File: config.mk
export PLATFORM = sky130hd
export DESIGN_NAME = mem_copy_dma_flat
export DESIGN_NICKNAME = d
export VERILOG_FILES = /design/src/rtl/mem_copy_dma_if.sv /design/src/rtl/mem_copy_dma.sv /design/src/flat_wrapper.sv
export SDC_FILE = /design/constraint.sdc
export NUM_CORES = 1
export LEC_CHECK = 0
export CAP_MARGIN = 10
export CORE_MARGIN = 3
export CORE_UTILIZATION = 56
export DETAILED_ROUTE_END_ITERATION = 12
export PLACE_DENSITY = 0.95
export SYNTH_ARGS = -nofsm -noshare
export SYNTH_HDL_FRONTEND = slang
export SYNTH_SLANG_ARGS = --single-unit
File: constraint.sdc
create_clock -name clk -period 13.5 [get_ports clk]
set_clock_uncertainty 0.15 [all_clocks]
set_input_delay 2.7 -clock clk [delete_from_list [all_inputs] [get_ports clk]]
set_output_delay 2.7 -clock clk [all_outputs]
set_load 0.02 [all_outputs]
File: src/rtl/mem_copy_dma_if.sv
// Control and data-memory signal bundle for the block-copy engine.
// The master side is the copy engine; the slave side is the controller plus memory.
interface mem_copy_dma_if #(
    parameter int AW = 16,
    parameter int DW = 16
);
    logic          start;
    logic [AW-1:0] src_addr;
    logic [AW-1:0] dst_addr;
    logic [AW-1:0] len;
    logic          busy;
    logic          done;
    logic [DW-1:0] checksum;
    logic          mem_wen;
    logic [AW-1:0] mem_addr;
    logic [DW-1:0] mem_wdata;
    logic [DW-1:0] mem_rdata;

    modport master (
        input  start, src_addr, dst_addr, len, mem_rdata,
        output busy, done, checksum, mem_wen, mem_addr, mem_wdata
    );

    modport slave (
        output start, src_addr, dst_addr, len, mem_rdata,
        input  busy, done, checksum, mem_wen, mem_addr, mem_wdata
    );
endinterface

File: src/rtl/mem_copy_dma.sv
// Forward block copy through a registered-address data memory, two cycles per
// word, with a running modular checksum of the words moved.
module mem_copy_dma #(
    parameter int AW = 16,
    parameter int DW = 16
) (
    input  logic                  clk,
    input  logic                  rst,
    mem_copy_dma_if.master        bus
);
    typedef enum logic [1:0] {IDLE, READ, WRITE, DONE} state_t;

    state_t        state_q, state_d;
    logic [AW-1:0] src_q, src_d;
    logic [AW-1:0] dst_q, dst_d;
    logic [AW-1:0] len_q, len_d;
    logic [AW-1:0] idx_q, idx_d;
    logic [DW-1:0] checksum_q, checksum_d;

    always_ff @(posedge clk) begin
        if (rst) begin
            state_q    <= IDLE;
            src_q      <= '0;
            dst_q      <= '0;
            len_q      <= '0;
            idx_q      <= '0;
            checksum_q <= '0;
        end else begin
            state_q    <= state_d;
            src_q      <= src_d;
            dst_q      <= dst_d;
            len_q      <= len_d;
            idx_q      <= idx_d;
            checksum_q <= checksum_d;
        end
    end

    always_comb begin
        state_d    = state_q;
        src_d      = src_q;
        dst_d      = dst_q;
        len_d      = len_q;
        idx_d      = idx_q;
        checksum_d = checksum_q;
        case (state_q)
            IDLE: begin
                if (bus.start) begin
                    src_d      = bus.src_addr;
                    dst_d      = bus.dst_addr;
                    len_d      = bus.len;
                    idx_d      = '0;
                    checksum_d = '0;
                    state_d    = (bus.len == '0) ? DONE : READ;
                end
            end
            READ: state_d = WRITE;
            WRITE: begin
                // mem_rdata here is the source word latched at the READ->WRITE edge
                checksum_d = checksum_q + bus.mem_rdata;
                if (idx_q == len_q - AW'(1)) begin
                    state_d = DONE;
                end else begin
                    idx_d   = idx_q + AW'(1);
                    state_d = READ;
                end
            end
            DONE: state_d = IDLE;
            default: state_d = IDLE;
        endcase
    end

    always_comb begin
        bus.mem_wen   = 1'b0;
        bus.mem_addr  = '0;
        bus.mem_wdata = '0;
        case (state_q)
            READ: bus.mem_addr = src_q + idx_q;
            WRITE: begin
                bus.mem_addr  = dst_q + idx_q;
                bus.mem_wen   = 1'b1;
                bus.mem_wdata = bus.mem_rdata;
            end
            default: ;
        endcase
    end

    assign bus.busy     = (state_q == READ) || (state_q == WRITE);
    assign bus.done     = (state_q == DONE);
    assign bus.checksum = checksum_q;
endmodule

File: src/flat_wrapper.sv
// flat-port wrapper written by rule: the top's interface ports become plain ports
module mem_copy_dma_flat 
#(
    parameter int AW = 16,
    parameter int DW = 16
)
  (clk, rst, bus_start, bus_src_addr, bus_dst_addr, bus_len, bus_mem_rdata, bus_busy, bus_done, bus_checksum, bus_mem_wen, bus_mem_addr, bus_mem_wdata);
  mem_copy_dma_if #(.AW(AW), .DW(DW)) bus_i ();
  input  logic clk;
  input  logic rst;
  input wire logic [$bits(bus_i.start)-1:0] bus_start;
  input wire logic [$bits(bus_i.src_addr)-1:0] bus_src_addr;
  input wire logic [$bits(bus_i.dst_addr)-1:0] bus_dst_addr;
  input wire logic [$bits(bus_i.len)-1:0] bus_len;
  input wire logic [$bits(bus_i.mem_rdata)-1:0] bus_mem_rdata;
  output wire logic [$bits(bus_i.busy)-1:0] bus_busy;
  output wire logic [$bits(bus_i.done)-1:0] bus_done;
  output wire logic [$bits(bus_i.checksum)-1:0] bus_checksum;
  output wire logic [$bits(bus_i.mem_wen)-1:0] bus_mem_wen;
  output wire logic [$bits(bus_i.mem_addr)-1:0] bus_mem_addr;
  output wire logic [$bits(bus_i.mem_wdata)-1:0] bus_mem_wdata;
  assign bus_i.start = bus_start;
  assign bus_i.src_addr = bus_src_addr;
  assign bus_i.dst_addr = bus_dst_addr;
  assign bus_i.len = bus_len;
  assign bus_i.mem_rdata = bus_mem_rdata;
  assign bus_busy = bus_i.busy;
  assign bus_done = bus_i.done;
  assign bus_checksum = bus_i.checksum;
  assign bus_mem_wen = bus_i.mem_wen;
  assign bus_mem_addr = bus_i.mem_addr;
  assign bus_mem_wdata = bus_i.mem_wdata;
  mem_copy_dma #(.AW(AW), .DW(DW)) u_core (.clk(clk), .rst(rst), .bus(bus_i));
endmodule
Word level (Yosys, flattened, before mapping). Cells that the tools add are included.

$add $sub $neg: 5. Equal/unequal tests: 6. Multiplexer cells: 11. Reductions and logical operators: 7.

Operator list (number): $pmux 16 s2 (3); $add 16x16->16 (3); $mux 16 (3); $add 16x1->16 const B (1); $eq 16x16->1 (1); $logic_not 16->1 (1); $sub 16x1->16 const B (1); $pmux 2 s4 (1); $mux 2 (3); $eq 2x2->1 const B (2); $ne 2x2->1 const B (2); $reduce_and 2->1 (2); $reduce_and 3->1 (1); $eq 2x1->1 const B (1); $logic_not 2->1 (1); $reduce_bool 2->1 (1); $logic_or 1x1->1 (1); $mux 1 (1).

Register bits: 82. Input bits: 67. Logic and storage cells: 35.

Logic depth before layout (Yosys ltp). Gate-level depths: netlist (run 1).

Depth after elaboration: 4. Gate-level depth with buffers: 15.

Worst setup path before layout (run 1). Ideal clock, no wire load.

Kind: reg-to-output. Start: reg u_core.state_q[0]. End: out bus_mem_addr[15]. Arrival time: 4083 ps. Setup slack: 6567 ps. Stages on the path, launching flop included: 14. Buffers on the path: 2. Cell sequence: dfxtp_1 > inv_1 > ha_1 > clkbuf_1 > buf_1 > mux2_2 > ha_1 > a2111oi_0 > a21boi_0 > o31ai_1 > o41ai_1 > o21ai_0 > xnor2_1 > nor2_1.

Longest elaborated chain between the ends: 2. Elaborated cells between the ends (all ways): 3. Those cells by class: eq/ne: 2; mux: 1.

RTL lines: start: declaration (line mem_copy_dma.sv:13) `state_t state_q, state_d;`; start signal: assignment (line mem_copy_dma.sv:29) `state_q <= state_d;`; $eq 2x2->1 or $eq 2x1->1 (tied branches) (line mem_copy_dma.sv:76) `case (state_q)`; $pmux 16 s2 * (line mem_copy_dma.sv:76); end: declaration (line flat_wrapper.sv:20) `output wire logic [$bits(bus_i.mem_addr)-1:0] bus_mem_addr;`.

Mark *: on every way between the ends. The rest lies on a longest branch, timed or not.

Final worst setup path (run 1). Same ends and word-level chain as after synthesis.

==> results.tsv, run 1 <==
metric	value	unit
tightest_slew	1200	ps
p_leak	2.62	nW
nNetsFinal	891	
cp-start-kind	flip-flop	
final_area	0.00681	sq mm
clockRootBuffer	clkbuf_8	
hp-class	flip-flop to flip-flop	
die-height	104	um
min_from	u_core.dst_q[14]	
whs_path_depth	2	
cts_buffer_depth	2	
grt_first_pass_wirelength	25.3	mm
crit_slowest_cell	a2111oi_0	
drcViolationCount	0	
worstReg2RegStart	u_core.state_q[0]	
postPlaceCellArea	0.00660	sq mm
worstPathRequired	10650	ps
drt-vias-per-instance	5.96	
period_share	0.570	
tns	0	ps
use_met2	0.488	
ant_nets	0	
htree_levels	3	
slowest_delay	740	ps
path_common_cell	ha_1	
grt_max_degree	73	
vias	5479	
gp_congestion	0.905	
worstPathCellList	inv_1, ha_1, buf_4, mux2_2, ha_1, a2111oi_0, a21boi_0, o31ai_1, o41ai_1, o21ai_0, xnor2_1, nor2_1, clkdlybuf4s50_1	
pin_count	118	
gr-usage-all-layers	0.276	
yosysSeqAreaShare	0.303	
ir_drop	88.4	uV
fp.coreArea	0.00933	sq mm
synth_top_cell_area_share	0.303	
rows	35	
die-area	0.0109	sq mm
finalPower	1.03	mW
dp_hpwl	11.1	mm
post_cts_resized	0	
synth_cells	692	
area_growth	25.5	%
hold_violations	0	
slew_violations	0	
synth_nets	797	
yosysWarnings	0	
routedWlPerCell	16.5	um
min_to	u_core.dst_q[14]	
io_buffer_count	117	
ctsHoldBuffers	0	
insertion_delay	360	ps
period_needed	7700	ps
synth_top_cell_by_area	dfxtp_1	
place_ws	6300	ps
worstSetupPathType	flip-flop to primary output	
cts_setup_buffers	0	
p_per_area	152	mW/mm^2
drtIter0Drc	391	
synth-edff-count	0	
die_w	104	um
cts_tree	yes	
layout-drive-gt1-share	0.0657	
ys_types	61	
synth_flop_cell	dfxtp_1	
drt_wl_total	15.2	mm
fmax	130	MHz
ff2ff_path_depth	9	
drv_cap	0	
crit_fanout	40	
setup_ws	5800	ps
num_antenna_cells	0	
end_kind	primary output	
setup_viol	0	
r2r_slack	10340	ps
grt_pass1_vias	5449	
rsz0062_at_grt	false	
yosysMostFrequentCell	nand2_1	
status	finished, final reports clean	
syn_avg_cell_area	7.83	sq um
ys_ff_latch	82	
cp.arrival	4850	ps
slew_headroom	0.203	
cts_buffers	9	
r2r_end	u_core.idx_q[13]	
synth.top_cells.by_area	dfxtp_1 30%, nand2_1 8.7%, ha_1 8.3%	
synthesis.area	0.00542	sq mm
start_util	0.581	
cts.sinks	82	
synth_common_cells	126 x nand2_1, 82 x dfxtp_1, 78 x a21oi_1, 43 x nor2_1, 36 x ha_1	
gr-usage-met1	0.331	
synthArstFlopShare	0	
antenna_found_initial	0	
gr-usage-met3	0.0515	
dr.pass1.iters	5	
clkSlewWorstSetupHoldPaths	90	ps
grt-ovfl-total	0	
grt.busiest_layer	met2	
## logic make-up after synthesis
family / share of synthesized area
AO/OA/AOI/OAI: 0.205
AND/OR/NAND/NOR: 0.250
multiplexers: 0.0404
buffers and inverters: 0.0455
adder cells (fa/ha/maj): 0.0905
flip-flops: 0.303
XOR/XNOR: 0.0662
## through the flow
step | utilization | hold slack [ps] | cells
2_1_floorplan | - | 283 | 692
3_3_place_gp | 0.708 | 294 | 904
3_5_place_dp | 0.708 | 299 | 904
4_1_cts | 0.730 | 310 | 920
5_1_grt | 0.730 | 329 | 920
6_report | 0.730 | 309 | 920
## cell type report
cell class,count,area (sq um)
clock inverters,6,65.1
flip-flops and latches,82,1640
repair buffers,122,1200
inverters,17,63.8
clock buffers,10,138
well taps,129,161
fillers,677,2520
multi-input cells,554,3530
## critical path: cells and delay by family, from the launching register on
family	cells	cell delay, ps
xor+xnor	1	160
simple gates	1	100
compound gates	5	1880
fa+ha+maj	2	490
mux	1	390
flops	1	350
buf+inv	3	1100
## worst max path at each step
stage / start / end / slack [ps] / depth (start not counted)
2_1_floorplan: u_core.state_q[0] / bus_mem_addr[15] / 6570 / 13
3_3_place_gp: u_core.state_q[0] / bus_mem_addr[15] / 6460 / 13
3_5_place_dp: u_core.state_q[0] / bus_mem_addr[15] / 6300 / 13
4_1_cts: u_core.state_q[0] / bus_mem_addr[15] / 5840 / 13
5_1_grt: u_core.state_q[0] / bus_mem_addr[15] / 5510 / 13
6_report: u_core.state_q[0] / bus_mem_addr[15] / 5800 / 13
## routing by layer
layer	part of all wire	routed length (um)
met5	0	0
met4	0.024	365
met3	0.067	1020
met2	0.50	7670
met1	0.41	6170
## cells in the final DEF, fill, tap and decap left out, drive strengths merged, types with 7 or more instances in the layout
| cell | count |
|---|---|
| nor3 | 18 |
| xor2 | 12 |
| ha | 36 |
| o211ai | 8 |
| nor2 | 43 |
| or3 | 11 |
| inv | 18 |
| clkdlybuf4s50 | 116 |
| mux2 | 15 |
| a21o | 7 |
| nand2b | 8 |
| o21ai | 25 |
| nand2 | 127 |
| nand3 | 17 |
| a22oi | 10 |
| a211oi | 7 |
| dfxtp | 82 |
| or4 | 9 |
| and3 | 8 |
| nor4 | 10 |
| and2 | 19 |
| xnor2 | 29 |
| clkbuf | 10 |
| a21oi | 82 |
## report_power, final
part,total [mW],internal [mW],switching (mW)
registers,0.322,0.281,0.0404
clock network,0.187,0.0909,0.0965
logic,0.524,0.217,0.307
total,1.03,0.589,0.444
## flip-flops by register name, indices dropped and copies added (netlist names)
register,cells
u_core.len_q,16
u_core.bus.checksum,16
u_core.idx_q,16
u_core.state_q,2
u_core.src_q,16
u_core.dst_q,16
(Power assumes the default switching activity.)
==> run 2: changes to the inputs <==
- CORE_UTILIZATION: 56 -> 47
- PLACE_DENSITY: 0.95 -> 0.88
- clock period: 13.5 -> 6.65 ns (I/O delays scaled with it)
==> run 2 against run 1 <==
Core utilization down 10 points. Combinational power grew 100%. Worst setup slack lost 5300 ps. Largest power group unchanged. Clock power grew to 2.7 times the previous value. Via count fell by 2.4%.
==> results.tsv, run 2 (synthesis results as in run 1) <==
metric	value	unit	change
period_share	0.923		
ant_nets	0		unchanged
cts_setup_buffers	0		unchanged
pin_count	118		unchanged
setup_viol	0		unchanged
whs_path_depth	2		unchanged
ff2ff_path_depth	10		was 9
fmax	163	MHz	
die_w	113	um	was 104 um
insertion_delay	340	ps	was 360 ps
vias	5349		was 5479
die-height	113	um	was 104 um
slew_violations	0		unchanged
drtIter0Drc	419		was 391
crit_slowest_cell	a2111oi_0		unchanged
cts.sinks	82		unchanged
worstReg2RegStart	u_core.state_q[0]		unchanged
end_kind	primary output		unchanged
ctsHoldBuffers	0		unchanged
period_needed	6130	ps	
crit_path_start	u_core.state_q[0]		unchanged
power_frac_clock	0.226		was 0.182
crit_fanout	12		was 40
start_util	0.489		was 0.581
grt-ovfl-total	0		unchanged
tightest_slew	1190	ps	was 1200 ps
num_antenna_cells	0		unchanged
gr-usage-all-layers	0.228		was 0.276
internal-power	1.31	mW	was 0.589 mW
p_leak	2.66	nW	was 2.62 nW
sw_frac_of_total	0.408		was 0.430
cp.arrival	4650	ps	was 4850 ps
dp_hpwl	10.8	mm	was 11.1 mm
rsz0062_at_grt	false		unchanged
instances_no_fill	933		was 920
io_buffer_count	117		unchanged
fp.coreArea	0.0111	sq mm	was 0.00933 sq mm
grt_pass1_vias	5179		was 5449
drv_cap	0		unchanged
layout-drive-gt1-share	0.0681		was 0.0657
crit_cells	12		was 13
clockRootBuffer	clkbuf_16		was clkbuf_8
drt-vias-per-instance	5.73		was 5.96
htree_levels	3		unchanged
gp_congestion	0.865		was 0.905
drt_wl_total	14.7	mm	was 15.2 mm
slowest_delay	760	ps	was 740 ps
tns	0	ps	unchanged
ir_drop	189	uV	was 88.4 uV
p_comb_frac	0.480		was 0.507
cts_tree	yes		unchanged
worstPathCellList	inv_1, ha_2, mux2_2, ha_1, a2111oi_0, a21boi_0, o31ai_1, o41ai_1, o21ai_0, xnor2_1, nor2_1, clkdlybuf4s50_1		was inv_1, ha_1, buf_4, mux2_2, ha_1, a2111oi_0, a21boi_0, o31ai_1, o41ai_1, o21ai_0, xnor2_1, nor2_1, clkdlybuf4s50_1
die-area	0.0129	sq mm	was 0.0109 sq mm
seqPwrFrac	0.293		was 0.311
min_from	u_core.dst_q[0]		was u_core.dst_q[14]
slew_headroom	0.205		was 0.203
p_sw	0.905	mW	was 0.444 mW
layout_commonest_cell	nand2_1		unchanged
cts_buffer_depth	2		unchanged
cts_buffers	9		unchanged
critPathBufInv	2		was 3
routedWlPerCell	15.8	um	was 16.5 um
dp_cells	917		was 904
drcViolationCount	0		unchanged
layout_common_cells	126 x nand2_1, 116 x clkdlybuf4s50_1, 82 x dfxtp_1		unchanged
worstPathRequired	5170	ps	was 10650 ps
path_delay_family	compound AO/OA/AOI/OAI gates		unchanged
hp-class	flip-flop to flip-flop		unchanged
grt_first_pass_wirelength	24.2	mm	was 25.3 mm
post_cts_resized	0		unchanged
nNetsFinal	893		was 891
hold_violations	0		unchanged
antenna_found_initial	0		unchanged
rows	38		was 35
area_growth	27.9	%	was 25.5%
dr.pass1.iters	4		was 5
clkSlewWorstSetupHoldPaths	60	ps	was 90 ps
p_per_area	320	mW/mm^2	was 152 mW/mm^2
cp-start-kind	flip-flop		unchanged
grt_max_degree	73		unchanged
worstSetupPathType	flip-flop to primary output		unchanged
status	finished, final reports clean		unchanged
[run 2: changes by cell type in the layout (fill, tap and decap cells not counted), sizes merged]
cell	change
buf	+2
inv	-1
clkinvlp	+1
[run 2: worst paths after layout]
path                           end  slack, ps
setup / recovery  bus_mem_addr[15]        520
hold / removal     u_core.dst_q[0]        310
setup reg to reg   u_core.idx_q[1]       3350
hold reg to reg    u_core.dst_q[0]        310
[run 2: worst min-delay path: cells and delay by family (launching register included)]
| kind | cells | cell delay [ps] |
|---|---|---|
| AOI/OAI and AO/OA | 1 | 50 |
| and+or+nand+nor | 1 | 50 |
| DFF | 1 | 310 |
[run 2: layer usage]
layer  part of all wire  GRT usage  wire, um
met5                  0          0         0
met4              0.023     0.0817       335
met3              0.065     0.0430       964
met2               0.48      0.391      7090
met1               0.43      0.286      6340
[run 2: per-stage QoR]
step | setup WS [ps] | util | area [sq um] | hold slack (ps) | power, mW
floorplan | 1090 | - | 5420 | 283 | 1.38
global route | 90.3 | 0.626 | 6930 | 324 | 2.36
global placement | 886 | 0.599 | 6630 | 291 | 1.69
finish | 515 | 0.626 | 6930 | 306 | 2.22
detailed placement | 703 | 0.599 | 6630 | 297 | 1.71
CTS | 322 | 0.625 | 6930 | 305 | 2.22
[run 2: power by group through the flow]
stage          combinational (mW)  clock (mW)  sequential (mW)
6_report                     1.06       0.502            0.649
5_1_grt                      1.17       0.532            0.659
4_1_cts                      1.06       0.505            0.648
3_5_place_dp                 1.05           0            0.657
3_3_place_gp                 1.03           0            0.656
2_1_floorplan               0.731           0            0.647
[run 2: area by class of cell]
class	count	area, sq um
timing repair buffer	124	1220
multi-input combinational	554	3540
tap	140	175
fill	962	4150
clock buffer	10	229
clock inverter	6	67.6
sequential	82	1640
inverter	17	63.8
